===== config.mk =====
export PLATFORM = sky130hd
export DESIGN_NAME = fpu_f2i
export DESIGN_NICKNAME = d
export VERILOG_FILES = /design/src/rtl/fpu_pkg.sv /design/src/rtl/fpu_align_shift.sv /design/src/rtl/fpu_f2i.sv
export SDC_FILE = /design/constraint.sdc
export NUM_CORES = 1
export LEC_CHECK = 0
export CAP_MARGIN = 20
export CORE_UTILIZATION = 45
export CTS_BUF_LIST = sky130_fd_sc_hd__clkbuf_16
export CTS_CLUSTER_SIZE = 28
export DETAILED_ROUTE_END_ITERATION = 7
export GPL_TIMING_DRIVEN = 0
export SLEW_MARGIN = 15
export SYNTH_ARGS = -nofsm -noshare
export SYNTH_HDL_FRONTEND = slang
export SYNTH_HIERARCHICAL = 1
export SYNTH_SLANG_ARGS = --single-unit
export TNS_END_PERCENT = 100

===== constraint.sdc =====
create_clock -name clk -period 10.2 [get_ports clk]
set_input_delay 1.53 -clock clk [delete_from_list [all_inputs] [get_ports clk]]
set_output_delay 1.53 -clock clk [all_outputs]
set_load 0.1 [all_outputs]

===== src/rtl/fpu_pkg.sv =====
// Shared floating-point package for the fpu blocks (adder, float-to-int).
// Holds the rounding-mode encodings, IEEE 754 single-precision limits,
// the 32-bit integer limits and the operand-class enumeration, plus a
// small classification helper used by every unpack stage.
package fpu_pkg;

    // Rounding modes as carried on the mode inputs of the fpu blocks.
    typedef enum logic [1:0] {
        RM_RNE = 2'b00,   // round to nearest, ties to even
        RM_RZ  = 2'b01,   // round toward zero
        RM_RUP = 2'b10,   // round toward +infinity
        RM_RDN = 2'b11    // round toward -infinity
    } round_mode_t;

    localparam int          EXP_BIAS = 127;
    localparam logic [7:0]  EXP_MAX  = 8'd255;
    localparam logic [31:0] INT_MAX  = 32'h7FFF_FFFF;
    localparam logic [31:0] INT_MIN  = 32'h8000_0000;

    // Biased exponent of 2^31: the first exponent whose magnitude no longer
    // fits a signed 32-bit integer (only -2^31 itself is representable).
    localparam logic [7:0]  EXP_INT_LIMIT = 8'(EXP_BIAS + 31);

    typedef enum logic [2:0] {
        CLS_ZERO   = 3'd0,
        CLS_DENORM = 3'd1,
        CLS_NORMAL = 3'd2,
        CLS_INF    = 3'd3,
        CLS_NAN    = 3'd4
    } fp_class_t;

    function automatic fp_class_t fp_classify(input logic [7:0] exp_f, input logic [22:0] frac_f);
        fp_class_t cls;
        if (exp_f == EXP_MAX) begin
            cls = (frac_f != 23'd0) ? CLS_NAN : CLS_INF;
        end else if (exp_f == 8'd0) begin
            cls = (frac_f != 23'd0) ? CLS_DENORM : CLS_ZERO;
        end else begin
            cls = CLS_NORMAL;
        end
        return cls;
    endfunction

endpackage


===== src/rtl/fpu_align_shift.sv =====
// Combinational alignment shifter for float-to-int conversion.
// The 24-bit significand (hidden bit included) is placed with its leading
// bit at integer weight 2^31 and shifted right by shamt.
//   sig     : {1, frac}
//   shamt   : right shift amount (31 - unbiased exponent); any value >= 64
//             pushes every significand bit into sticky
//   int_mag : integer part of the magnitude
//   guard   : first fraction bit (weight 1/2)
//   sticky  : OR of all fraction bits below guard
module fpu_align_shift
    import fpu_pkg::*;
(
    input  logic [23:0] sig,
    input  logic [7:0]  shamt,
    output logic [31:0] int_mag,
    output logic        guard,
    output logic        sticky
);

    logic [63:0] wide;
    logic [63:0] shifted;
    logic [63:0] lost_mask;
    logic        lost;

    always_comb begin
        wide      = {sig, 40'd0};
        // Shifts of 64 or more yield all zeros, which is exactly the
        // behaviour wanted for very small exponents.
        shifted   = wide >> shamt;
        lost_mask = ~({64{1'b1}} << shamt);
        lost      = |(wide & lost_mask);
    end

    assign int_mag = shifted[63:32];
    assign guard   = shifted[31];
    assign sticky  = (|shifted[30:0]) | lost;

endmodule


===== src/rtl/fpu_f2i.sv =====
// IEEE 754 single-precision to signed 32-bit integer converter.
// Four register levels: input capture, S1 unpack/classify, S2 align,
// S3 round/negate/saturate into the output register. An operand accepted
// at edge k is visible on the outputs after edge k+3 when not stalled.
// The whole pipeline advances together: advance = !out_valid || out_ready.
// Ports:
//   clk, rst            clock, synchronous active-high reset
//   in_valid/in_ready   operand handshake (opa_in, mode_in)
//   out_valid/out_ready result handshake (out, invalid, inexact, zero)
module fpu_f2i
    import fpu_pkg::*;
(
    input  logic        clk,
    input  logic        rst,
    input  logic        in_valid,
    output logic        in_ready,
    input  logic [31:0] opa_in,
    input  logic [1:0]  mode_in,
    output logic        out_valid,
    input  logic        out_ready,
    output logic [31:0] out,
    output logic        invalid,
    output logic        inexact,
    output logic        zero
);

    logic advance;

    // Capture stage
    logic        s0_valid_reg;
    logic [31:0] s0_opa_reg;
    round_mode_t s0_mode_reg;

    // S1: unpack and classify
    logic        s1_valid_reg;
    logic        s1_sign_reg,  s1_sign_next;
    logic [7:0]  s1_exp_reg,   s1_exp_next;
    logic [22:0] s1_frac_reg,  s1_frac_next;
    fp_class_t   s1_class_reg, s1_class_next;
    round_mode_t s1_mode_reg;

    // S2: align
    logic        s2_valid_reg;
    logic        s2_sign_reg;
    round_mode_t s2_mode_reg;
    logic        s2_nan_reg,    s2_nan_next;
    logic        s2_sat_reg,    s2_sat_next;
    logic [31:0] s2_int_reg,    s2_int_next;
    logic        s2_guard_reg,  s2_guard_next;
    logic        s2_sticky_reg, s2_sticky_next;

    // S3: output register
    logic        out_valid_reg;
    logic [31:0] out_reg,     out_next;
    logic        invalid_reg, invalid_next;
    logic        inexact_reg, inexact_next;
    logic        zero_reg,    zero_next;

    assign advance  = !out_valid_reg || out_ready;
    assign in_ready = advance;

    // ------------------------------------------------------------------
    // S1 combinational: field split and classification
    // ------------------------------------------------------------------
    always_comb begin
        s1_sign_next  = s0_opa_reg[31];
        s1_exp_next   = s0_opa_reg[30:23];
        s1_frac_next  = s0_opa_reg[22:0];
        s1_class_next = fp_classify(s0_opa_reg[30:23], s0_opa_reg[22:0]);
    end

    // ------------------------------------------------------------------
    // S2 combinational: alignment and out-of-range detection
    // ------------------------------------------------------------------
    logic [7:0]  shamt;
    logic [31:0] sh_int;
    logic        sh_guard;
    logic        sh_sticky;
    logic        exact_int_min;
    logic        overflow;

    // -2^31 is the single value with exponent 2^31 that still fits.
    assign exact_int_min = s1_sign_reg && (s1_exp_reg == EXP_INT_LIMIT) && (s1_frac_reg == 23'd0);
    assign overflow      = (s1_exp_reg >= EXP_INT_LIMIT) && !exact_int_min;

    // For exponents at or above the limit the shifter output is only used
    // in the exact -2^31 case, where a zero shift gives 0x80000000.
    assign shamt = (s1_class_reg == CLS_NORMAL && s1_exp_reg < EXP_INT_LIMIT)
                 ? (EXP_INT_LIMIT - s1_exp_reg) : 8'd0;

    fpu_align_shift u_align (
        .sig     ({1'b1, s1_frac_reg}),
        .shamt   (shamt),
        .int_mag (sh_int),
        .guard   (sh_guard),
        .sticky  (sh_sticky)
    );

    always_comb begin
        s2_nan_next    = 1'b0;
        s2_sat_next    = 1'b0;
        s2_int_next    = 32'd0;
        s2_guard_next  = 1'b0;
        s2_sticky_next = 1'b0;
        case (s1_class_reg)
            CLS_ZERO: begin
                s2_int_next = 32'd0;
            end
            CLS_DENORM: begin
                // Magnitude is far below 1/2: only the sticky bit survives,
                // which lets the directed modes round it away from zero.
                s2_sticky_next = 1'b1;
            end
            CLS_NORMAL: begin
                if (overflow) begin
                    s2_sat_next = 1'b1;
                end else begin
                    s2_int_next    = sh_int;
                    s2_guard_next  = sh_guard;
                    s2_sticky_next = sh_sticky;
                end
            end
            CLS_INF: begin
                s2_sat_next = 1'b1;
            end
            default: begin
                s2_nan_next = 1'b1;
            end
        endcase
    end

    // ------------------------------------------------------------------
    // S3 combinational: round magnitude, negate, saturate
    // ------------------------------------------------------------------
    logic        round_up;
    logic        any_frac;
    logic [32:0] mag_ext;
    logic        mag_over;
    logic [31:0] signed_val;

    assign any_frac = s2_guard_reg || s2_sticky_reg;

    always_comb begin
        round_up = 1'b0;
        case (s2_mode_reg)
            RM_RNE:  round_up = s2_guard_reg && (s2_sticky_reg || s2_int_reg[0]);
            RM_RZ:   round_up = 1'b0;
            RM_RUP:  round_up = !s2_sign_reg && any_frac;
            RM_RDN:  round_up = s2_sign_reg && any_frac;
            default: round_up = 1'b0;
        endcase
    end

    assign mag_ext    = {1'b0, s2_int_reg} + {32'd0, round_up};
    // Negative results may reach 2^31; positive ones must stay below it.
    assign mag_over   = s2_sign_reg ? (mag_ext > 33'h0_8000_0000) : (mag_ext > 33'h0_7FFF_FFFF);
    assign signed_val = s2_sign_reg ? (~mag_ext[31:0] + 32'd1) : mag_ext[31:0];

    always_comb begin
        out_next     = signed_val;
        invalid_next = 1'b0;
        inexact_next = any_frac;
        zero_next    = (signed_val == 32'd0);
        if (s2_nan_reg) begin
            out_next     = INT_MAX;
            invalid_next = 1'b1;
            inexact_next = 1'b0;
            zero_next    = 1'b0;
        end else if (s2_sat_reg || mag_over) begin
            out_next     = s2_sign_reg ? INT_MIN : INT_MAX;
            invalid_next = 1'b1;
            inexact_next = 1'b0;
            zero_next    = 1'b0;
        end
    end

    // ------------------------------------------------------------------
    // Registers
    // ------------------------------------------------------------------
    always_ff @(posedge clk) begin
        if (rst) begin
            s0_valid_reg  <= 1'b0;
            s1_valid_reg  <= 1'b0;
            s2_valid_reg  <= 1'b0;
            out_valid_reg <= 1'b0;
            out_reg       <= 32'd0;
            invalid_reg   <= 1'b0;
            inexact_reg   <= 1'b0;
            zero_reg      <= 1'b0;
        end else if (advance) begin
            s0_valid_reg  <= in_valid;
            s1_valid_reg  <= s0_valid_reg;
            s2_valid_reg  <= s1_valid_reg;
            out_valid_reg <= s2_valid_reg;
            out_reg       <= out_next;
            invalid_reg   <= invalid_next;
            inexact_reg   <= inexact_next;
            zero_reg      <= zero_next;
        end
    end

    // Stage payloads need no reset: they are qualified by the valid bits.
    always_ff @(posedge clk) begin
        if (advance) begin
            s0_opa_reg    <= opa_in;
            s0_mode_reg   <= round_mode_t'(mode_in);
            s1_sign_reg   <= s1_sign_next;
            s1_exp_reg    <= s1_exp_next;
            s1_frac_reg   <= s1_frac_next;
            s1_class_reg  <= s1_class_next;
            s1_mode_reg   <= s0_mode_reg;
            s2_sign_reg   <= s1_sign_reg;
            s2_mode_reg   <= s1_mode_reg;
            s2_nan_reg    <= s2_nan_next;
            s2_sat_reg    <= s2_sat_next;
            s2_int_reg    <= s2_int_next;
            s2_guard_reg  <= s2_guard_next;
            s2_sticky_reg <= s2_sticky_next;
        end
    end

    assign out_valid = out_valid_reg;
    assign out       = out_reg;
    assign invalid   = invalid_reg;
    assign inexact   = inexact_reg;
    assign zero      = zero_reg;

endmodule


==> results of run 1 <==
power groups by stage:
stage | clock (mW) | combinational, mW | sequential, mW
2_1_floorplan | 0 | 0.491 | 0.912
6_report | 0.625 | 0.897 | 0.759
3_3_place_gp | 0 | 0.876 | 0.772
4_1_cts | 0.636 | 0.879 | 0.758
3_5_place_dp | 0 | 0.874 | 0.772
5_1_grt | 0.660 | 0.947 | 0.765
synth_stat cells, types with 19 or more instances:
cell	number
a211oi_1	23
a21oi_1	69
a31oi_1	22
and2_1	47
buf_2	20
clkbuf_1	53
dfxtp_1	39
edfxtp_1	110
inv_1	22
mux2i_1	26
mux4_2	23
nand2_1	69
nand3_1	37
nand4_1	19
nor2_1	119
nor3_1	57
nor4_1	30
o21ai_0	51
xnor2_1	38
cells in the final DEF, fill, tap and decap left out, types with 38 or more instances in the layout:
master / instances
clkbuf_1: 52
a21oi_1: 69
nor3_1: 57
clkdlybuf4s50_1: 73
nand2_1: 69
xnor2_1: 38
nor2_1: 119
o21ai_0: 51
edfxtp_1: 110
dfxtp_1: 39
and2_1: 47
layer usage:
layer | wire [um] | vias up | track usage | share of wire
met5 | 0 | - | 0 | 0
met1 | 13330 | 4729 | 0.3178 | 0.38
met3 | 1725 | 141 | 0.03988 | 0.049
met2 | 17840 | 440 | 0.5329 | 0.51
li1 | - | 4690 | - | -
met4 | 2313 | 0 | 0.1923 | 0.066
kinds of logic (layout without fill, tap and decap cells):
kind of cell / after synthesis / count (layout) / synth area share
AND/OR/NAND/NOR: 473 / 473 / 0.2329
other: 1 / 7 / 0.0003476
buffers and inverters: 113 / 220 / 0.04627
multiplexers: 69 / 69 / 0.09556
AO/OA/AOI/OAI: 302 / 302 / 0.1956
flip-flops: 149 / 149 / 0.3785
XOR/XNOR: 54 / 54 / 0.04384
adder cells (fa/ha/maj): 6 / 6 / 0.006958
worst max path at each step:
stage,start,to,cells past startpoint
floorplan,out_ready,in_ready,4
global placement,out_ready,in_ready,6
detailed placement,s2_sign_reg$_DFFE_PP_,zero$_SDFFE_PP0P_,21
CTS,s2_sign_reg$_DFFE_PP_,zero$_SDFFE_PP0P_,21
global route,s2_sign_reg$_DFFE_PP_,out[11]$_SDFFE_PP0P_,21
finish,s2_sign_reg$_DFFE_PP_,zero$_SDFFE_PP0P_,21
final cells by class:
| class | instances | area (um^2) | share of cell area |
|---|---|---|---|
| Multi-Input combinational cell | 911 | 6228 | 0.4954 |
| Tap cell | 319 | 399.1 | 0.03174 |
| Clock buffer | 17 | 425.4 | 0.03383 |
| Timing Repair Buffer | 75 | 785.8 | 0.06249 |
| Sequential cell | 149 | 4084 | 0.3248 |
| Buffer | 89 | 412.9 | 0.03284 |
| Inverter | 24 | 90.09 | 0.007165 |
| Clock inverter | 15 | 147.6 | 0.01174 |
worst max-delay path, stage by stage, from the launching register on:
cell	delay, ps
edfxtp_1	320
clkbuf_1	480
clkbuf_1	440
clkbuf_1	450
clkbuf_1	450
buf_1	520
nand2_1	140
a211oi_1	510
ha_1	420
ha_1	190
buf_2	190
and4_1	350
buf_6	180
nand2_1	150
a2111oi_1	520
o22ai_1	230
nor4_4	370
nand4_2	230
a211oi_4	480
and2_1	320
or4b_1	450
o21ai_1	110
per-stage QoR:
stage / setup TNS (ps) / worst slack, ps / instance area, um^2 / total power, mW
after global placement: -222.3 / -222.3 / 11940 / 1.648
after floorplan: 0 / 2806 / 10810 / 1.404
after detailed placement: 0 / 2568 / 12000 / 1.646
final: 0 / 2596 / 12570 / 2.281
after CTS: 0 / 2523 / 12570 / 2.274
after global routing: 0 / 2115 / 12570 / 2.372
==> key figures, run 1 <==
Min path
  • Min-delay src: s0_opa_reg[31]$_DFFE_PP_
  • End of the worst hold path: s1_sign_reg$_DFFE_PP_
  • HP Class: reg -> reg
  • Hold path cells: 0

Synthesis
  • Synth Flop Type: edfxtp_1
  • Syn. warnings: 6
  • Leading area contributor after synthesis: edfxtp_1
  • Mapped cell area: 0.01079 mm^2
  • Register area share after synthesis: 0.3785
  • Post-synth EDFFs: 110
  • Top cell type's share of synthesized area: 0.3062
  • Ys async rst share: 0
  • Dominant cells by area after synthesis: edfxtp_1 (31%), dfxtp_1 (7.2%), mux4_2 (4.8%)
  • #FFs+latches synth: 149
  • Syn Area/Cell: between 9 and 10 um^2
  • Synth Instances: 1,167
  • Post-synth cell types: 100

Worst setup path
  • Reg2reg start: s2_sign_reg$_DFFE_PP_
  • Setup crit start kind: flip-flop
  • Crit Path Category: reg -> reg
  • Setup crit end kind: flip-flop
  • Worst-case reg-to-reg path depth: 21
  • Critical path data arrival time: 7970 ps
  • Register-to-register setup slack: 2600 ps
  • Crit Reg-Reg Endpoint: zero$_SDFFE_PP0P_
  • Max FO, Critical Path: 10
  • Req. time, crit path: 10,570 ps

STA
  • Final Hold Vio Count: 0
  • Final setup viols: 0
  • Crit path time final: 7604 ps
  • Fmax achieved: 0.1315 GHz
  • Final Skew: 15.76 ps
  • Slew Viols, Final: 0
  • Hold_ws: 426.2 ps
  • Fin crit share: 0.7455
  • Max_slew headroom: 0.2305
  • Worst-Margin Slew: 1125 ps
  • RSZ-0062 raised after global routing: false

Die
  • Die Area: 0.02460 mm^2
  • I/O pin total: 75
  • CORE AREA: approximately 0.023 mm^2
  • Die W: around 160 um
  • FP Rows: 56
  • Initial Utilization: 0.4596
  • Die Y: 156.8 um

CTS
  • Clk_lat worst skew: 430 ps
  • H-tree levels: 4
  • Clock root cell: clkbuf_16
  • CTS Hold Buffers Added: 0
  • Cts repair resizes: 0
  • CTS clk-pin slew, worst paths: 70 ps
  • CTS tree: built
  • CTS Sinks: 149
  • Clock Path Buffers: 2
  • TritonCTS Buffers: 17
  • Post-CTS setup buffer count: 0

Final layout
  • Area delta synth->final: 16.54%
  • Non-Filler Instances: 1,599
  • Share of layout cells above drive strength 1: 0.1094
  • Ant diodes: 0
  • Util after Layout: 0.5357
  • Nets@finish: about 1,300
  • Filler cell count: 2,202

Routing
  • Drt first pass iters: 5
  • Routed WL per cell: between 20 and 25 um
  • Final WL: 35,210 um
  • Antenna-violating nets left: 0
  • Vias per cell: 6.254
  • Vias: 10,000
  • Drt drc: 0
  • Drt first-iter violations: between 600 and 700

Placed design
  • Placed insts: 1,567
  • GP Congestion: 1.035
  • DP HPWL: 26,760 um
  • IO buf count: 73

Global routing
  • Number of global-route vias before repair: between 9,000 and 10,000
  • Largest net degree at the start of global routing: 61
  • Overall Global Routing Usage: 0.2932
  • Grt total ovfl: 0
  • Global-route wire length before repair: around 54,000 um
  • Initial antenna violation count: 0

Power
  • Combinational power share: 0.393
  • Sequential power share: 0.333
  • Net Switching: 927.6 uW
  • Maximum vdd drop: 0.1001 mV
  • Sw frac: 0.4068
  • LEAKAGE: 4.436 nW
  • Cell Int Power: ~1.4 mW
  • PwrDens: 181.4 mW/mm^2
  • Clock power frac: 0.274

Job
  • Max_cap viols: 0

Status
  • Status: finished clean
Power figures use the tool's default switching activity.
==> inputs of run 2 (changes only) <==
- clock period: 10.2 -> 7 ns (I/O delays scaled with it)
==> run 2 against run 1 <==
Net effect:
- fmax up 15%
- sequential share of layout area about the same
- global-route usage is essentially flat
- non-clock buffer count decreased by 1
- combinational power up 46%
- flip-flop and latch count stayed put
- design area barely moved
- clock power increased by 46%
- via count shrank 0.87%
- worst hold slack about the same
- largest cell class unchanged
- highest routed layer unchanged
==> key figures, run 2 (same netlist as run 1, synthesis figures left out) <==
STA
  • RSZ-0062 raised after global routing: false
  • Fin crit share: 0.9477 (+0.2022)
  • Setup WS post-layout: 366.1 ps (-2229 ps)
  • Final Skew: 15.83 ps (+0.07800 ps)
  • Max_slew headroom: 0.2832 (+0.05272)
  • Worst-Margin Slew: 1061 ps (-63.86 ps)
  • Fmax achieved: 0.1507 GHz (+15%)
  • Final Hold Vio Count: 0 (unchanged)
  • Final setup viols: 0 (unchanged)
  • Slew Viols, Final: 0 (unchanged)
  • Crit path time final: 6634 ps (-970.6 ps)

CTS
  • CTS Sinks: 149 (unchanged)
  • CTS clk-pin slew, worst paths: 70 ps (about the same)
  • Clock root cell: clkbuf_16
  • CTS Hold Buffers Added: 0 (unchanged)
  • Clock Path Buffers: 2 (unchanged)
  • Clk_lat worst skew: 430 ps (about the same)
  • CTS tree: built
  • TritonCTS Buffers: 17 (unchanged)
  • Post-CTS setup buffer count: 0 (unchanged)
  • H-tree levels: 4 (unchanged)

Placed design
  • GP Congestion: 1.035 (unchanged)
  • Post-place instance area: 0.01200 mm^2 (unchanged)
  • DP HPWL: 26,760 um (unchanged)
  • IO buf count: 73 (unchanged)
  • Post-Place Worst Slack: -632.0 ps (-3200 ps)

Die
  • Die W: 156.8 um (unchanged)
  • Initial Utilization: 0.4596 (unchanged)
  • FP Rows: 56 (unchanged)
  • Die Y: 156.8 um (unchanged)
  • CORE AREA: 0.02347 mm^2 (unchanged)
  • I/O pin total: 75 (unchanged)
  • Die Area: 0.02460 mm^2 (unchanged)

Global routing
  • Number of global-route vias before repair: 9,731 (+0.10%)
  • Grt total ovfl: 0 (unchanged)
  • Overall Global Routing Usage: 0.2934 (about the same)
  • Global-route wire length before repair: 53,890 um (about the same)
  • Largest net degree at the start of global routing: 61 (unchanged)
  • Initial antenna violation count: 0 (unchanged)

Routing
  • Drt drc: 0 (unchanged)
  • Drt first-iter violations: 656 (-1.6%)
  • Vias: 9,913 (-0.87%)
  • Antenna-violating nets left: 0 (unchanged)
  • Drt first pass iters: 5 (unchanged)
  • Routed WL per cell: 22.09 um (+0.33%)
  • Final WL: 35,300 um (+0.26%)
  • Vias per cell: 6.203 (-0.81%)

Worst setup path
  • Buf/Inv on CP: 6 (-1)
  • Setup crit end kind: flip-flop
  • CP cell instances: clkbuf_2, clkbuf_2, clkbuf_2, buf_2, nand2_1, a211oi_2, ha_1, ha_1, buf_2, and4_1, buf_6, nand2_1, a2111oi_1, o22ai_1, nor4_4, nand4_2, a211oi_4, and2_1, or4b_1, o21ai_1
  • Max FO, Critical Path: 10 (unchanged)
  • Setup crit start kind: flip-flop
  • Critical path's top delay family: simple AND/OR/NAND/NOR gates
  • Most common cell on crit path: clkbuf_2
  • Critical path data arrival time: 7000 ps (-970 ps)
  • Critical-path top delay cell: edfxtp_1
  • Req. time, crit path: 7370 ps (-3200 ps)
  • Worst path max stage delay: 660 ps (+140 ps)
  • Crit Path Category: reg -> reg

Final layout
  • Commonest non-fill, non-tap cells in the layout: nor2_1 (119), edfxtp_1 (110), clkdlybuf4s50_1 (73)
  • Post-layout instance area: 0.01258 mm^2 (about the same)
  • Most common cell after layout, fill and taps aside: nor2_1
  • Filler cell count: 2,205 (+0.14%)
  • Area delta synth->final: 16.60% (about the same)
  • Nets@finish: 1,310 (-0.076%)
  • Ant diodes: 0 (unchanged)
  • Share of layout cells above drive strength 1: 0.1134 (+0.003995)

Power
  • PwrDens: 264.5 mW/mm^2 (+46%)
  • Clock power frac: 0.274 (about the same)
  • Combinational power share: 0.393 (about the same)
  • Sw frac: 0.4072 (+0.0004778)
  • Total power: 3.327 mW (+46%)
  • Maximum vdd drop: 0.1461 mV (+46%)
  • Sequential power share: 0.333 (about the same)
  • Cell Int Power: 1.972 mW (+46%)
  • LEAKAGE: 4.447 nW (+0.26%)
  • Net Switching: 1.355 mW (+46%)

Min path
  • HP Class: reg -> reg

Status
  • Status: finished clean

Job
  • Max_cap viols: 0 (unchanged)
[run 2: changes by cell type in the layout (fill, tap and decap cells not counted), sizes merged]
cell    before  now
clkbuf      70   69
[run 2: metrics by stage]
stage / cells / utilization / TNS (ps) / hold WS, ps
after global placement: 1565 / 0.5087 / -36300 / 400.7
after CTS: 1598 / 0.5358 / 0 / 421.6
after floorplan: 1173 / - / 0 / 400.3
after detailed placement: 1567 / 0.5112 / -16010 / 404.5
final: 1598 / 0.5359 / 0 / 426.1
after global routing: 1598 / 0.5359 / 0 / 432.4
[run 2: power by group through the flow]
stage | Sequential (mW) | Clock [mW] | Combinational [mW]
after floorplan | 1.33 | 0 | 0.716
after global placement | 1.12 | 0 | 1.28
after detailed placement | 1.12 | 0 | 1.27
after CTS | 1.11 | 0.927 | 1.28
after global routing | 1.12 | 0.961 | 1.38
final | 1.11 | 0.912 | 1.31
[run 2: layout make-up]
type	instances	area, um^2	share of cell area
multi-input combinational	911	6233	0.4955
tap	319	399.1	0.03173
sequential	149	4084	0.3246
buffer	88	414.1	0.03292
inverter	24	90.09	0.007161
timing repair buffer	75	785.8	0.06246
clock buffer	17	425.4	0.03382
clock inverter	15	147.6	0.01174
[run 2: repair_timing]
item / CTS / global route
gates resized for setup: 3 / 4
hold endpoints to repair: 0 / 0
setup endpoints to repair: 35 / 33
gates cloned: 0 / 0
[run 2: per-layer routing]
layer	vias to the layer above	wire (um)	track usage	share of wire
met4	0	2272	0.1914	0.064
met1	4700	13540	0.3180	0.38
met5	-	0	0	0
li1	4679	-	-	-
met3	136	1540	0.03988	0.044
met2	398	17950	0.5338	0.51
[run 2: final timing paths]
kind	from	to	slack, ps	cells after the start
hold reg to reg	s0_opa_reg[31]$_DFFE_PP_	s1_sign_reg$_DFFE_PP_	430	0
setup / recovery	s2_sign_reg$_DFFE_PP_	zero$_SDFFE_PP0P_	370	20
setup reg to reg	s2_sign_reg$_DFFE_PP_	zero$_SDFFE_PP0P_	370	20
hold / removal	s0_opa_reg[31]$_DFFE_PP_	s1_sign_reg$_DFFE_PP_	430	0
[run 2: worst register-to-register path: stages, from the launching register on]
cell and delay (ps):
edfxtp_1 660, clkbuf_2 330, clkbuf_2 290, clkbuf_2 290, buf_2 310, nand2_1 130
a211oi_2 350, ha_1 390, ha_1 200, buf_2 190, and4_1 350, buf_6 180
nand2_1 160, a2111oi_1 530, o22ai_1 230, nor4_4 370, nand4_2 240, a211oi_4 480
and2_1 320, or4b_1 450, o21ai_1 110
